**src/rtl/coin_collector_if.sv**
```systemverilog
// Signal bundle between the customer/vending-machine side and coin_collector.
// master drives the customer and machine inputs; slave is the collector itself.
interface coin_collector_if;
    logic       coinValid;
    logic [1:0] coinType;
    logic       selValid;
    logic [1:0] itemSel;
    logic       cancel;
    logic [1:0] serviceTypeIn;
    logic [1:0] coinInNTD_50;
    logic [1:0] coinInNTD_10;
    logic [1:0] coinInNTD_5;
    logic [1:0] coinInNTD_1;
    logic [1:0] itemTypeIn;
    logic [7:0] insertedValue;
    logic       refundValid;
    logic [7:0] refundValue;
    logic       coinReject;
    logic       busy;
    logic [1:0] fsmState;

    modport master (
        output coinValid, coinType, selValid, itemSel, cancel, serviceTypeIn,
        input  coinInNTD_50, coinInNTD_10, coinInNTD_5, coinInNTD_1, itemTypeIn,
        input  insertedValue, refundValid, refundValue, coinReject, busy, fsmState
    );

    modport slave (
        input  coinValid, coinType, selValid, itemSel, cancel, serviceTypeIn,
        output coinInNTD_50, coinInNTD_10, coinInNTD_5, coinInNTD_1, itemTypeIn,
        output insertedValue, refundValid, refundValue, coinReject, busy, fsmState
    );
endinterface

```
**src/rtl/coin_collector.sv**
```systemverilog
// Coin collector: counts inserted coins, hands them with an item request to the
// vending machine, and refunds on cancel or idle timeout. fsmState exposes the FSM.
module coin_collector #(
    parameter int unsigned TIMEOUT = 15
) (
    input logic             clk,
    input logic             reset,
    coin_collector_if.slave bus
);
    typedef enum logic [1:0] {
        IDLE    = 2'b00,
        COLLECT = 2'b01,
        ISSUE   = 2'b10,
        WAIT    = 2'b11
    } state_t;

    localparam logic [4:0] TIMEOUT_C = 5'(TIMEOUT);

    state_t          state_q, state_d;
    // Counter index follows coinType: 0=NTD_50, 1=NTD_10, 2=NTD_5, 3=NTD_1.
    logic [3:0][1:0] cnt_q, cnt_d;
    logic [4:0]      timer_q, timer_d;
    logic [1:0]      item_q, item_d;
    logic [7:0]      value_q, value_d;
    logic            refund_valid_q, refund_valid_d;
    logic [7:0]      refund_value_q, refund_value_d;
    logic            coin_reject_q, coin_reject_d;

    logic coin_room;
    logic timeout;
    logic issue;

    assign coin_room = (cnt_q[bus.coinType] != 2'd3);
    assign timeout   = (timer_q == TIMEOUT_C);
    assign issue     = (state_q == ISSUE);

    always_comb begin
        state_d        = state_q;
        cnt_d          = cnt_q;
        timer_d        = timer_q;
        item_d         = item_q;
        refund_valid_d = 1'b0;
        refund_value_d = 8'd0;
        coin_reject_d  = 1'b0;
        case (state_q)
            IDLE: begin
                timer_d = 5'd0;
                if (bus.coinValid) begin
                    if (coin_room) begin
                        cnt_d[bus.coinType] = cnt_q[bus.coinType] + 2'd1;
                        state_d             = COLLECT;
                    end else begin
                        coin_reject_d = 1'b1;
                    end
                end
            end
            COLLECT: begin
                if (bus.cancel || timeout) begin
                    refund_valid_d = 1'b1;
                    refund_value_d = value_q;
                    cnt_d          = '0;
                    timer_d        = 5'd0;
                    state_d        = IDLE;
                    coin_reject_d  = bus.coinValid;
                end else if (bus.selValid && (bus.itemSel != 2'b00)) begin
                    item_d        = bus.itemSel;
                    state_d       = ISSUE;
                    coin_reject_d = bus.coinValid;
                end else if (bus.coinValid && coin_room) begin
                    cnt_d[bus.coinType] = cnt_q[bus.coinType] + 2'd1;
                    timer_d             = 5'd0;
                end else begin
                    coin_reject_d = bus.coinValid;
                    timer_d       = timer_q + 5'd1;
                end
            end
            ISSUE: begin
                // Handoff beats cancel, and the handoff edge carries no pulses.
                if (bus.serviceTypeIn == 2'b01) begin
                    cnt_d   = '0;
                    item_d  = 2'b00;
                    timer_d = 5'd0;
                    state_d = WAIT;
                end else begin
                    coin_reject_d = bus.coinValid;
                    if (bus.cancel) begin
                        refund_valid_d = 1'b1;
                        refund_value_d = value_q;
                        cnt_d          = '0;
                        item_d         = 2'b00;
                        timer_d        = 5'd0;
                        state_d        = IDLE;
                    end
                end
            end
            WAIT: begin
                coin_reject_d = bus.coinValid;
                if (bus.serviceTypeIn == 2'b00) begin
                    state_d = IDLE;
                end
            end
            default: state_d = IDLE;
        endcase
        value_d = 8'd50 * {6'd0, cnt_d[0]} + 8'd10 * {6'd0, cnt_d[1]}
                + 8'd5 * {6'd0, cnt_d[2]} + {6'd0, cnt_d[3]};
    end

    always_ff @(posedge clk or negedge reset) begin
        if (!reset) begin
            state_q        <= IDLE;
            cnt_q          <= '0;
            timer_q        <= 5'd0;
            item_q         <= 2'b00;
            value_q        <= 8'd0;
            refund_valid_q <= 1'b0;
            refund_value_q <= 8'd0;
            coin_reject_q  <= 1'b0;
        end else begin
            state_q        <= state_d;
            cnt_q          <= cnt_d;
            timer_q        <= timer_d;
            item_q         <= item_d;
            value_q        <= value_d;
            refund_valid_q <= refund_valid_d;
            refund_value_q <= refund_value_d;
            coin_reject_q  <= coin_reject_d;
        end
    end

    assign bus.coinInNTD_50  = issue ? cnt_q[0] : 2'd0;
    assign bus.coinInNTD_10  = issue ? cnt_q[1] : 2'd0;
    assign bus.coinInNTD_5   = issue ? cnt_q[2] : 2'd0;
    assign bus.coinInNTD_1   = issue ? cnt_q[3] : 2'd0;
    assign bus.itemTypeIn    = issue ? item_q : 2'b00;
    assign bus.insertedValue = value_q;
    assign bus.refundValid   = refund_valid_q;
    assign bus.refundValue   = refund_value_q;
    assign bus.coinReject    = coin_reject_q;
    assign bus.busy          = (state_q == ISSUE) || (state_q == WAIT);
    assign bus.fsmState      = state_q;
endmodule

```
**src/flat_wrapper.sv**
```systemverilog
// flat-port wrapper written by rule: the top's interface ports become plain ports
module coin_collector_flat 
#(
    parameter int unsigned TIMEOUT = 15
)
  (clk, reset, bus_coinValid, bus_coinType, bus_selValid, bus_itemSel, bus_cancel, bus_serviceTypeIn, bus_coinInNTD_50, bus_coinInNTD_10, bus_coinInNTD_5, bus_coinInNTD_1, bus_itemTypeIn, bus_insertedValue, bus_refundValid, bus_refundValue, bus_coinReject, bus_busy, bus_fsmState);
  coin_collector_if bus_i ();
  input logic clk;
  input logic reset;
  input wire logic [$bits(bus_i.coinValid)-1:0] bus_coinValid;
  input wire logic [$bits(bus_i.coinType)-1:0] bus_coinType;
  input wire logic [$bits(bus_i.selValid)-1:0] bus_selValid;
  input wire logic [$bits(bus_i.itemSel)-1:0] bus_itemSel;
  input wire logic [$bits(bus_i.cancel)-1:0] bus_cancel;
  input wire logic [$bits(bus_i.serviceTypeIn)-1:0] bus_serviceTypeIn;
  output wire logic [$bits(bus_i.coinInNTD_50)-1:0] bus_coinInNTD_50;
  output wire logic [$bits(bus_i.coinInNTD_10)-1:0] bus_coinInNTD_10;
  output wire logic [$bits(bus_i.coinInNTD_5)-1:0] bus_coinInNTD_5;
  output wire logic [$bits(bus_i.coinInNTD_1)-1:0] bus_coinInNTD_1;
  output wire logic [$bits(bus_i.itemTypeIn)-1:0] bus_itemTypeIn;
  output wire logic [$bits(bus_i.insertedValue)-1:0] bus_insertedValue;
  output wire logic [$bits(bus_i.refundValid)-1:0] bus_refundValid;
  output wire logic [$bits(bus_i.refundValue)-1:0] bus_refundValue;
  output wire logic [$bits(bus_i.coinReject)-1:0] bus_coinReject;
  output wire logic [$bits(bus_i.busy)-1:0] bus_busy;
  output wire logic [$bits(bus_i.fsmState)-1:0] bus_fsmState;
  assign bus_i.coinValid = bus_coinValid;
  assign bus_i.coinType = bus_coinType;
  assign bus_i.selValid = bus_selValid;
  assign bus_i.itemSel = bus_itemSel;
  assign bus_i.cancel = bus_cancel;
  assign bus_i.serviceTypeIn = bus_serviceTypeIn;
  assign bus_coinInNTD_50 = bus_i.coinInNTD_50;
  assign bus_coinInNTD_10 = bus_i.coinInNTD_10;
  assign bus_coinInNTD_5 = bus_i.coinInNTD_5;
  assign bus_coinInNTD_1 = bus_i.coinInNTD_1;
  assign bus_itemTypeIn = bus_i.itemTypeIn;
  assign bus_insertedValue = bus_i.insertedValue;
  assign bus_refundValid = bus_i.refundValid;
  assign bus_refundValue = bus_i.refundValue;
  assign bus_coinReject = bus_i.coinReject;
  assign bus_busy = bus_i.busy;
  assign bus_fsmState = bus_i.fsmState;
  coin_collector #(.TIMEOUT(TIMEOUT)) u_core (.clk(clk), .reset(reset), .bus(bus_i));
endmodule
```
**config.mk**
```make
export PLATFORM = sky130hd
export DESIGN_NAME = coin_collector_flat
export DESIGN_NICKNAME = d
export VERILOG_FILES = /design/src/rtl/coin_collector_if.sv /design/src/rtl/coin_collector.sv /design/src/flat_wrapper.sv
export SDC_FILE = /design/constraint.sdc
export NUM_CORES = 1
export LEC_CHECK = 0
export ABC_AREA = 1
export CAP_MARGIN = 20
export CORE_ASPECT_RATIO = 1.4
export CORE_MARGIN = 4
export CORE_UTILIZATION = 53
export CTS_CLUSTER_DIAMETER = 150
export DETAILED_ROUTE_END_ITERATION = 8
export PLACE_DENSITY = 0.89
export RECOVER_POWER = 100
export SYNTH_ARGS = -nofsm -noshare
export SYNTH_HDL_FRONTEND = slang
export SYNTH_SLANG_ARGS = --single-unit
```
**constraint.sdc**
```tcl
create_clock -name clk -period 4.65 [get_ports clk]
set_input_delay 0.465 -clock clk [delete_from_list [all_inputs] [get_ports clk]]
set_output_delay 0.465 -clock clk [all_outputs]
set_load 0.01 [all_outputs]
```
==> impl_metrics.ini <==
[yosys]
mappedNetlistNets = 326
ys_types = 33
synth-seq-cells = 35
synth_area_um2 = 2313
ys_warn_count = 0
ys_seq_area_share_pct = 37.86
syn_inst = 290
synthesis.area_per_instance_um2 = 7.977

[detailed_routing]
dr.pass1.iters = 4
drtIter0Drc = 111
drt-total-wl_um = 5128
via_per_inst = 4.965
wl_per_cell_um = 12.88
antenna_left = 0
drc_errors = 0
vias = 1976

[clock_network]
cts_tree = built
clk_latency_ns = 0.29
h-tree-depth = 2
cts-root-buf = clkbuf_8
cts.sinks = 35
post_cts.repair.setup_buffers = 0
clk_pin_slew_ns = 0.07
cts_hold_buf = 0
numCtsBuffers = 5
clockBufferDepth = 2
cts_resized = 0

[setup_path]
rr_endpoint = u_core.bus.insertedValue[6]
cp_data_arrival_time_ns = 4.37
cp_common_cell = nand2_1
critical_path_class = in -> reg
start_kind = input port
worstPathRequired_ns = 4.87
end_kind = flip-flop
crit_path_start = bus_coinType[1]
cp_max_fo = 6
cpPeakStageDelay_ns = 0.57
cp_slowest_cell = clkdlybuf4s50_1
crit_path_cell_trace = clkdlybuf4s50_1 > nor2_1 > nand2_1 > nand2_1 > nor2_4 > inv_1 > ha_1 > inv_1 > nand2_2 > o21ai_0 > nand2_1 > nand2_1 > nand3_1 > ha_1 > xor2_1 > ha_1 > a21o_1 > ha_1 > a21oi_1 > nand2_1 > nand2_1 > nand2_1 > a21oi_1 > xnor2_1
rrSetupSlack_ns = 0.83
crit_path_end = u_core.bus.insertedValue[6]
r2r-start = u_core.timer_q[0]
r2r_cells = 22

[grt]
grtUsageTotal_pct = 20.50
overflow = 0
antenna_found_initial = 0
grt_pass1_vias = 2025
grt_max_degree = 36
grt_pass1_wl_um = 8832

[cells_and_area]
final_cells = 398
nFillCells = 349
syn2layout_area_growth_pct = 23.36
antenna_cells = 0
drive_above_1_share_pct = 9.172
nNetsFinal = 373

[sta]
max_freq_mhz = 240.4
layout_setup_ws_ns = 0.4904
maxSlewViolCount = 36
fin_crit_sh_pct = 89.45
fin_skew_ns = 0.004285
slew_headroom_pct = -23.09
rsz0062_at_grt = false
period_minus_slack_ns = 4.160
final_hold_viol_count = 0
setup_violations = 0
final.setup.tns_ns = 0
worst_pin_slew_ns = 1.846

[floorplan]
num_rows = 28
io_pins = 42
dieHeight_um = 86.18
initial_core_util_pct = 54.57
die_w_um = 63.84
core-area_um2 = 4239
fp.dieArea_um2 = 5501

[placed_design]
place.gp.congestion = 0.8972
dp_cells = 390
dp_hpwl_um = 4045
detailedPlace.worstSlack_ns = 0.2626
portBuffers = 41

[pwr]
power-per-cell-area_nw_per_um2 = 433.1
p_leak_nw = 1.651
swShare_pct = 42.52
pwr-share-seq_pct = 34.0
vdd_drop_max_uv = 186.1
clockPowerShare_pct = 17.7
pwr-share-comb_pct = 48.3
p_sw_w = 0.0005256
p_int_w = 0.0007106

[run_status]
violations = max-capacitance violations, max-slew violations
status = finished, violations left

[hold_path]
hp-class = reg -> reg

[run]
max_cap_violations = 1
[through the flow]
step | utilization (%) | hold WS (ns) | total power (W) | area, um2
2_1_floorplan | - | 0.1694 | 0.0008325 | 2313
3_3_place_gp | 66.00 | 0.4715 | 0.001034 | 2798
3_5_place_dp | 66.00 | 0.4763 | 0.001054 | 2798
4_1_cts | 68.00 | 0.4911 | 0.001274 | 2883
5_1_grt | 67.33 | 0.5156 | 0.001336 | 2854
6_report | 67.33 | 0.4866 | 0.001236 | 2854
[worst min-delay path by stage]
stage | to | start | cells past startpoint | slack [ns]
floorplan | u_core.bus.coinReject | reset | 0 | 0.17
global placement | u_core.timer_q[3] | u_core.timer_q[3] | 2 | 0.47
detailed placement | u_core.item_q[0] | u_core.item_q[0] | 2 | 0.48
CTS | u_core.bus.refundValue[2] | u_core.bus.insertedValue[2] | 2 | 0.49
global route | u_core.bus.refundValue[4] | u_core.bus.insertedValue[4] | 2 | 0.52
finish | u_core.bus.refundValue[2] | u_core.bus.insertedValue[2] | 2 | 0.49
[power by group through the flow]
stage	registers, W	logic [W]	clock network (W)
floorplan	0.000434	0.000399	0
global placement	0.000424	0.000610	0
detailed placement	0.000428	0.000626	0
CTS	0.000422	0.000631	0.000220
global route	0.000429	0.000673	0.000234
finish	0.000420	0.000597	0.000218
[cell usage after synthesis, drive strengths merged]
library cell / instances / area [um2]
a21o: 1 / 7.510
a21oi: 9 / 48.80
a22oi: 4 / 30.03
a31oi: 1 / 6.260
buf: 1 / 5.000
clkbuf: 1 / 3.750
dfrtp: 35 / 875.8
fa: 1 / 20.02
ha: 24 / 300.3
inv: 61 / 229.0
nand2: 75 / 324.1
nand3: 16 / 90.09
nand4: 3 / 18.77
nor2: 26 / 127.6
nor3: 2 / 15.01
o211ai: 1 / 7.510
o21ai: 15 / 93.85
o22ai: 2 / 12.51
o31ai: 4 / 30.03
or2: 1 / 6.260
xnor2: 2 / 17.52
xor2: 5 / 43.79
[sequential cells by signal, summed over array words and instances, names as in the netlist]
name and count:
u_core.bus.coinReject 1, u_core.bus.fsmState 2, u_core.bus.insertedValue 8, u_core.bus.refundValid 1, u_core.bus.refundValue 8, u_core.cnt_q 8, u_core.item_q 2, u_core.timer_q 5
[routing by layer]
layer | track usage, % | vias to the layer above | wire (um)
met5 | 0 | - | 0
met4 | 9.430 | 0 | 97
met3 | 4.021 | 9 | 176
met2 | 38.19 | 41 | 2834
met1 | 21.89 | 925 | 2019
li1 | - | 1001 | -
[layout make-up]
cell class              instances  area [um2]  area share, %
multi-input cells             192        1175          41.17
flip-flops and latches         35       875.8          30.69
repair buffers                 42       414.1          14.51
inverters                      61       229.0          8.023
well taps                      60       75.07          2.630
clock buffers                   6       72.57          2.543
clock inverters                 2       12.51         0.4384
[kinds of logic after synthesis]
logic type | after synthesis | synth area share [%]
compound gates | 37 | 10.22
xor+xnor | 7 | 2.650
fa+ha+maj | 25 | 13.85
buf+inv | 63 | 10.28
flops | 35 | 37.86
simple gates | 123 | 25.15
[worst max-delay path, delay by kind of cell]
family / cells / cell delay [ns]
AOI/OAI and AO/OA: 4 / 0.77
xor gates and xnor gates: 2 / 0.31
adders and majority gates: 4 / 1.09
buffers and inverters: 3 / 0.72
and+or+nand+nor: 11 / 1.01
[layout by cell type (no fill, tap or decap), drive strengths merged, types with 2 or more instances in the layout]
cell	synthesis	final
nor2	26	26
clkdlybuf4s50	0	9
dlygate4sd3	0	32
xor2	5	5
a22oi	4	4
nor3	2	2
o21ai	15	15
dfrtp	35	35
o31ai	4	4
inv	61	60
nand2	75	75
clkbuf	1	7
o22ai	2	2
nand4	3	3
a21oi	9	9
clkinv	0	2
xnor2	2	2
ha	24	24
nand3	16	16
Note: power is estimated with default switching activity, not from simulation.
